--- src/rtl/contador_ascendente.sv ---
// Modulo-Maximacuenta up-counter with clock enable: counts 0..Maximacuenta-1 and
// wraps to 0. The count register drives the output directly.
module contador_ascendente #(
  parameter  int Maximacuenta = 28,
  localparam int W = (Maximacuenta < 2) ? 1 : $clog2(Maximacuenta)
) (
  input  logic         clk,
  input  logic         rst,
  input  logic         enable,
  output logic [W-1:0] count
);

  // A modulus below 2 leaves nothing to count.
  if (Maximacuenta < 2) begin : g_bad_modulus
    $error("contador_ascendente: Maximacuenta must be >= 2");
  end

  localparam logic [W-1:0] LAST = W'(Maximacuenta - 1);

  // Explicit terminal compare keeps values >= Maximacuenta unreachable for
  // non-power-of-two moduli.
  always_ff @(posedge clk) begin
    if (rst) begin
      count <= '0;
    end else if (enable) begin
      if (count == LAST) begin
        count <= '0;
      end else begin
        count <= count + W'(1);
      end
    end
  end

endmodule

--- config.mk ---
export PLATFORM = sky130hd
export DESIGN_NAME = contador_ascendente
export DESIGN_NICKNAME = d
export VERILOG_FILES = /design/src/rtl/contador_ascendente.sv
export SDC_FILE = /design/constraint.sdc
export NUM_CORES = 1
export LEC_CHECK = 0
export ABC_AREA = 1
export CAP_MARGIN = 10
export CELL_PAD_IN_SITES_DETAIL_PLACEMENT = 0
export CELL_PAD_IN_SITES_GLOBAL_PLACEMENT = 1
export CORE_AREA = 3 3 40 42
export DETAILED_ROUTE_END_ITERATION = 6
export DIE_AREA = 0 0 43 45
export GPL_TIMING_DRIVEN = 0
export PLACE_DENSITY = 0.58
export SYNTH_ARGS = -nofsm -noshare
export SYNTH_HDL_FRONTEND = slang
export SYNTH_SLANG_ARGS = --single-unit
--- constraint.sdc ---
create_clock -name clk -period 2.2 [get_ports clk]
set_input_delay 0.33 -clock clk [delete_from_list [all_inputs] [get_ports clk]]
set_output_delay 0.33 -clock clk [all_outputs]
set_load 0.1 [all_outputs]
==> results by group, run 1 <==
Setup path
  – Max incr delay on CP: 1160 ps
  – Cell family with most CP delay: buffers and inverters
  – Crit Reg-Reg Endpoint: count[4]
  – Crit-path max FO: 5
  – R2R depth: 4
  – CP cell instances: clkdlybuf4s50_1
  – WS Path Type: register to primary output
  – Reg2reg setup slack: 1130 ps
  – Critical register-to-register path startpoint: count[0]
  – Worst EP arrival: 1790 ps
  – CP startpoint kind: register
  – CP startpoint: count[3]
  – CP max-delay cell: clkdlybuf4s50_1
  – Buf/Inv on CP: 1
  – CP endpoint kind: primary output
  – WP data required: 1870 ps

Final layout
  – Nets@finish: 49
  – Fraction of layout cells with a size suffix above 1: 11.4%
  – Fin util: 28.2%
  – Regs by FF count: count x5
  – Top reg by flops: count
  – Commonest cells after routing, fill and taps aside: nand2_1, dfxtp_1, clkdlybuf4s50_1
  – Final Instance Count excl. Fillers: 59
  – Max reg flops: 5
  – N_diodes: 0
  – Commonest non-fill, non-tap cell in the layout: nand2_1
  – Cell area after layout: 363 um2
  – Fill cells: 161
  – Layout area overhead: 49.5%

GRT
  – First-pass GRT wire length: 972 um
  – Initial antenna violation count: 0
  – Largest net degree at the start of global routing: 6
  – Global Route Usage Sum: 7.15%
  – Number of global-route vias before repair: 231
  – Total gr overflow: 0

Status
  – Outcome: finished clean

Die
  – Die Area: 1940 um2
  – CORE AREA: 1280 um2
  – I/O pin total: 8
  – Die Width: 43 um
  – Chip height: 45 um
  – # rows: 13
  – Initial Util: 18.9%

Power and ir drop
  – Net Switching: 71.0 uW
  – Internal: 174 uW
  – Switch share: 28.9%
  – Leak Pwr: 0.000157 uW
  – Clock network power share: 44.1%
  – Max IR drop VDD: 160 uV
  – Register share of total power: 39.5%
  – PwrDens: 676 nW/um2
  – Combinational power share: 16.4%

Timing
  – F_max: 472 MHz
  – Final period util: 96.4%
  – Tightest Pin Transition: 963 ps
  – Setup slack after layout: 79.6 ps
  – Fin Setup TNS: 0 ps
  – Final setup vio count: 0
  – Final hold violation count: 0
  – Minimum clock period: 2120 ps
  – Count of pins over their slew limit: 0
  – Clk_skew: 0.576 ps
  – Relative slew slack: 35.6%
  – RSZ-0062 raised after global routing: no

Synthesis
  – Mapped Cells: 33
  – Sequential cell area fraction in the yosys report: 41.2%
  – Yosys warns: 0
  – FF+latch count, synth: 5
  – Cell variety after synth: 13
  – Syn_nets: 37
  – Mean Syn Cell Area: 7.36 um2
  – Cell Area, Synth: 243 um2

Worst hold path
  – Hold path startpoint: count[1]
  – Hold EP: count[1]
  – Hold path depth: 2
  – Hold Path Class: register to register

Detailed routing
  – DR iter-0 viols: 2
  – Drc violations: 0
  – Via/cell ratio: 4.00
  – Via count: 236
  – 1st-pass router iterations: 3
  – Final WL: 528 um
  – Wire per inst: 8.95 um
  – Antenna Nets Post-Route: 0

Place
  – DP Worst Slack: 300 ps
  – Post-DP Area: 332 um2
  – Placed cells: 55
  – Detailed placer's ending HPWL: 411 um
  – GPL Wtd Cong: 0.669
  – Port bufs: 7

Clock network
  – Clock sink count: 5
  – CTS tree: done
  – Clock Latency Late Sink: 240 ps
  – Num CTS Buffers: 3
  – Worst-path clk slew: 50 ps
  – Root buffer cell: clkbuf_4
  – Clock buffer depth: 2
  – # H-tree levels: 1
  – CTS Hold Bufs: 0

Run
  – Max_cap viols: 0
-- worst max-delay path by stage --
stage	slack, ps	to	cells after the start
final	80	count[3]	1
after global routing	7	count[3]	1
after CTS	40	count[2]	1
after detailed placement	300	count[2]	1
after global placement	310	count[2]	1
after floorplan	440	count[4]	4
-- kinds of logic (layout without fill, tap and decap cells) --
family | count (synthesis) | after routing | synth area share (%)
AO/OA/AOI/OAI | 6 | 6 | 17.5
AND/OR/NAND/NOR | 17 | 17 | 27.8
XOR/XNOR | 1 | 1 | 3.61
buffers and inverters | 3 | 14 | 4.64
flip-flops | 5 | 5 | 41.2
adder cells (fa/ha/maj) | 1 | 1 | 5.15
-- power groups by stage --
stage          Clock (uW)  Combinational [uW]  Sequential, uW
2_1_floorplan           0                8.91             118
3_3_place_gp            0                40.5            98.8
5_1_grt               122                43.5            97.8
3_5_place_dp            0                40.5            98.8
4_1_cts               111                40.6            97.1
6_report              108                40.2            97.0
-- cell usage after synthesis --
cell,count,area (um2)
a21oi_1,2,10.0
a21oi_2,1,8.76
dfxtp_1,5,100
ha_1,1,12.5
inv_1,3,11.3
nand2_1,11,41.3
nand3_1,1,5.00
nor2_1,4,15.0
o21ai_0,1,5.00
o21bai_1,1,7.51
o21bai_2,1,11.3
or2_1,1,6.26
xor2_1,1,8.76
-- layout make-up --
class                   count  area, um2  share of cell area, %
well taps                  15       18.8                   5.17
flip-flops and latches      5        100                   27.6
repair buffers              7       75.1                   20.7
inverters                   3       11.3                   3.10
multi-input cells          25        131                   36.2
clock buffers               4       26.3                   7.24
-- metrics by stage --
step | total power, uW | hold WS (ps)
6_report | 245 | 505
3_5_place_dp | 139 | 502
5_1_grt | 264 | 547
4_1_cts | 248 | 508
3_3_place_gp | 139 | 500
2_1_floorplan | 127 | 399
-- per-layer routing --
layer	part of all wire, %	GRT usage, %
met4	0	7.23
met3	5.1	1.20
met5	0	0
met1	50	8.89
met2	44	10.2
-- repair_timing --
item                                    4_1_cts  5_1_grt
endpoints found under the setup margin        0        2
buffers inserted                              0        0
resized for setup                             0        2
Power figures use the tool's default switching activity.
==> run 2, diff against run 1 <==
--- a/config.mk
+++ b/config.mk
@@ -13,7 +13,9 @@
 export DETAILED_ROUTE_END_ITERATION = 6
 export DIE_AREA = 0 0 43 45
 export GPL_TIMING_DRIVEN = 0
+export HOLD_SLACK_MARGIN = 0.1
 export PLACE_DENSITY = 0.58
+export SETUP_SLACK_MARGIN = 0.4
 export SYNTH_ARGS = -nofsm -noshare
 export SYNTH_HDL_FRONTEND = slang
 export SYNTH_SLANG_ARGS = --single-unit
==> results by group, run 2 (synthesis gave the netlist of run 1 again) <==
GRT
  – Total gr overflow: 0
  – Largest net degree at the start of global routing: 6
  – Global Route Usage Sum: 7.15%
  – First-pass GRT wire length: 972 um
  – Initial antenna violation count: 0
  – Number of global-route vias before repair: 231

Final layout
  – Nets@finish: 49
  – Max reg flops: 5
  – Layout area overhead: 47.4%
  – N_diodes: 0
  – Top reg by flops: count
  – Fraction of layout cells with a size suffix above 1: 22.7%
  – Final Instance Count excl. Fillers: 59
  – Multi-input logic area: 131 um2
  – Commonest non-fill, non-tap cell in the layout: nand2_1
  – Fill cells: 160
  – Flip-flop and latch area: 100 um2
  – Commonest cells after routing, fill and taps aside: nand2_1, dfxtp_1, nor2_1, clkdlybuf4s15_2
  – Regs by FF count: count x5

Timing
  – Relative slew slack: 63.7%
  – Final period util: 71.1%
  – Fin Setup TNS: 0 ps
  – Count of pins over their slew limit: 0
  – Final setup vio count: 0
  – Final hold violation count: 0
  – Clk_skew: 0.576 ps
  – Hold WS: 505 ps
  – Tightest Pin Transition: 547 ps
  – RSZ-0062 raised after global routing: no
  – Minimum clock period: 1570 ps
  – F_max: 639 MHz

Clock network
  – # H-tree levels: 1
  – Clock buffer depth: 2
  – Num CTS Buffers: 3
  – Clock sink count: 5
  – CTS tree: done
  – Clock Latency Late Sink: 240 ps
  – Root buffer cell: clkbuf_4
  – Worst-path clk slew: 50 ps
  – Post-CTS Setup Bufs: 0

Place
  – Port bufs: 7
  – GPL Wtd Cong: 0.669
  – Detailed placer's ending HPWL: 411 um
  – Placed cells: 55

Setup path
  – WS Path Type: register to primary output
  – CP max-delay cell: clkdlybuf4s15_2
  – WP data required: 1870 ps
  – Cell family with most CP delay: buffers and inverters
  – CP startpoint kind: register
  – Worst EP arrival: 1240 ps
  – CP cell instances: clkdlybuf4s15_2
  – CP endpoint kind: primary output
  – Max incr delay on CP: 590 ps
  – Crit-path max FO: 5
  – Buf/Inv on CP: 1

Worst hold path
  – Hold Path Class: register to register

Run
  – Max_cap viols: 0

Detailed routing
  – Via count: 236
  – Antenna Nets Post-Route: 0
  – Wire per inst: 8.93 um
  – Final WL: 527 um
  – DR iter-0 viols: 2
  – Drc violations: 0
  – 1st-pass router iterations: 3
  – Via/cell ratio: 4.00

Power and ir drop
  – Leak Pwr: 0.000127 uW
  – Max IR drop VDD: 158 uV
  – Total Power: 245 uW
  – PwrDens: 684 nW/um2

Die
  – # rows: 13
  – I/O pin total: 8
  – Chip height: 45 um
  – Die Area: 1940 um2
  – Initial Util: 18.9%
  – Die Width: 43 um
  – CORE AREA: 1280 um2

Status
  – Outcome: finished clean
-- run 2: routing by layer --
metal	track usage, %	routed length (um)	vias up
met4	7.23	0	0
met2	10.2	234	7
li1	-	-	128
met1	8.89	267	101
met5	0	0	-
met3	1.20	25	0
-- run 2: power by group --
part	switching, uW	total (uW)	internal [uW]
clock	39.5	108	68.7
sequential	3.41	97.1	93.7
combinational	28.1	39.6	11.4
-- run 2: stage by stage --
step	cell area (um2)	setup slack (ps)	util, %
floorplan	243	440	-
global placement	332	311	25.8
detailed placement	332	300	25.8
CTS	363	411	28.2
global route	358	568	27.8
finish	358	635	27.8
-- run 2: path summary, 6_finish.rpt --
kind	cells past startpoint	startpoint	to	slack (ps)
max	1	count[2]	count[2]	630
min	2	count[1]	count[1]	510
max reg2reg	4	count[0]	count[4]	1120
min reg2reg	2	count[1]	count[1]	510
-- run 2: worst register-to-register path: cells and delay by family, from the launching register on --
family,cells,cell delay [ps]
DFF,1,390
AOI/OAI and AO/OA,1,220
adders and majority gates,1,190
and+or+nand+nor,2,160
-- run 2: timing repair --
action / 4_1_cts / 5_1_grt
hold buffers: 0 / 0
resized for setup: 14 / 1
endpoints found under the setup margin: 5 / 1
-- run 2: area by class of cell --
| class | count | share of cell area, % |
|---|---|---|
| inverters | 3 | 3.15 |
| flip-flops and latches | 5 | 28.0 |
| repair buffers | 7 | 19.6 |
| well taps | 15 | 5.24 |
| multi-input cells | 25 | 36.7 |
| clock buffers | 4 | 7.34 |
==> run 3, diff against run 2 <==
==> constraint.sdc (replaced) <==
create_clock -name clk -period 1.6 [get_ports clk]
set_input_delay 0.24 -clock clk [delete_from_list [all_inputs] [get_ports clk]]
set_output_delay 0.24 -clock clk [all_outputs]
set_load 0.1 [all_outputs]
==> results by group, run 3 (synthesis gave the netlist of run 1 again) <==
Timing
  – Clk_skew: 8.57 ps
  – Tightest Pin Transition: 279 ps
  – Final period util: 72.5%
  – Final hold violation count: 0
  – Setup slack after layout: 440 ps
  – Minimum clock period: 1160 ps
  – Relative slew slack: 81.5%
  – F_max: 862 MHz
  – RSZ-0062 raised after global routing: no
  – Final setup vio count: 0
  – Count of pins over their slew limit: 0

Clock network
  – Clock Latency Late Sink: 250 ps
  – Root buffer cell: clkbuf_4
  – CTS tree: done
  – # H-tree levels: 1
  – Clock buffer depth: 2
  – Clock sink count: 5
  – Num CTS Buffers: 3
  – Worst-path clk slew: 50 ps

Detailed routing
  – Top Metal Used: met4
  – 1st-pass router iterations: 2
  – Final WL: 551 um
  – DR iter-0 viols: 1
  – Antenna Nets Post-Route: 0
  – M1 WL: 243 um
  – WL met2: 228 um
  – Via/cell ratio: 4.15
  – Drc violations: 0
  – Met3 WL post-DR: 42 um
  – Wire per inst: 9.34 um
  – Via count: 245

GRT
  – Largest net degree at the start of global routing: 6
  – First-pass GRT wire length: 993 um
  – Total gr overflow: 0
  – Number of global-route vias before repair: 244
  – Global Route Usage Sum: 7.91%
  – Initial antenna violation count: 0

Setup path
  – CP endpoint kind: primary output
  – CP max-delay cell: dfxtp_2
  – Crit-path max FO: 5
  – WS Path Type: register to primary output
  – WP data required: 1360 ps
  – Cell family with most CP delay: flip-flops
  – Buf/Inv on CP: 1
  – CP startpoint kind: register
  – CP cell instances: buf_4
  – Worst EP arrival: 920 ps
  – Max incr delay on CP: 360 ps

Die
  – # rows: 13
  – I/O pin total: 8
  – Chip height: 45 um
  – CORE AREA: 1280 um2
  – Initial Util: 18.9%
  – Die Area: 1940 um2
  – Die Width: 43 um

Power and ir drop
  – Max IR drop VDD: 299 uV
  – Register share of total power: 39.1%
  – Net Switching: 102 uW
  – PwrDens: 913 nW/um2
  – Switch share: 30.0%
  – Clock network power share: 44.6%
  – Internal: 238 uW
  – Leak Pwr: 0.000134 uW
  – Combinational power share: 16.3%
  – Total Power: 339 uW

Place
  – Port bufs: 7
  – GPL Wtd Cong: 0.701
  – Detailed placer's ending HPWL: 421 um
  – DP Worst Slack: -142 ps
  – Post-DP Area: 358 um2
  – Placed cells: 55

Final layout
  – Commonest cells after routing, fill and taps aside: nand2_1, buf_4, nor2_1
  – N_diodes: 0
  – Max reg flops: 5
  – Fin util: 28.9%
  – Final Instance Count excl. Fillers: 59
  – Top reg by flops: count
  – Nets@finish: 49
  – Layout area overhead: 53.1%
  – Regs by FF count: count x5
  – Commonest non-fill, non-tap cell in the layout: nand2_1
  – Fraction of layout cells with a size suffix above 1: 36.4%
  – Cell area after layout: 372 um2

Status
  – Outcome: finished clean

Run
  – Max_cap viols: 0

Worst hold path
  – Hold Path Class: register to register
==> run 3: changes by cell type in the layout (fill, tap and decap cells not counted), moves of 2 or more <==
cell / before / now
buf_4: 0 / 5
dfxtp_1: 5 / 0
clkdlybuf4s15_2: 4 / 0
dfxtp_4: 0 / 3
dfxtp_2: 0 / 2
==> run 3: per-stage QoR <==
stage | hold WS [ps] | setup TNS, ps
floorplan | 299 | 0
global placement | 491 | -631
detailed placement | 504 | -622
CTS | 512 | 0
global route | 534 | 0
finish | 509 | 0
==> run 3: metal layers <==
| layer | vias to the layer above | GRT usage, % |
|---|---|---|
| met5 | - | 0 |
| met3 | 5 | 3.98 |
| li1 | 126 | - |
| met2 | 10 | 10.5 |
| met1 | 104 | 7.71 |
| met4 | 0 | 10.8 |
==> run 3: power by group through the flow <==
stage	combinational [uW]	clock, uW	sequential, uW
2_1_floorplan	13.0	0	162
3_3_place_gp	56.6	0	135
3_5_place_dp	57.0	0	135
4_1_cts	55.9	159	133
5_1_grt	59.1	170	134
6_report	55.3	151	133
==> run 3: worst register-to-register path, stage by stage (launching register included) <==
cell      delay (ps)
dfxtp_4          370
ha_4             130
nand3_1           80
o21bai_2         260
nor2_1            80
==> run 3: area by class of cell <==
| cell class | instances | area [um2] |
|---|---|---|
| Multi-Input combinational cell | 25 | 144 |
| Timing Repair Buffer | 7 | 57.6 |
| Clock buffer | 4 | 26.3 |
| Fill cell | 145 | 913 |
| Tap cell | 15 | 18.8 |
| Sequential cell | 5 | 114 |
| Inverter | 3 | 11.3 |
==> run 3: path summary, 6_finish.rpt <==
check                           startpoint  endpoint  slack (ps)  depth (start not counted)
worst max-delay path              count[2]  count[2]         440                          1
worst max register to register    count[0]  count[4]         570                          4
worst min register to register    count[1]  count[1]         510                          2
worst min-delay path              count[1]  count[1]         510                          2
==> run 3: what timing repair did <==
item | 4_1_cts | 5_1_grt
buffers inserted | 0 | 0
gates resized for setup | 30 | 0
hold buffers | 0 | 0
setup endpoints to repair | 5 | 0
endpoints found under the hold margin | 0 | 0
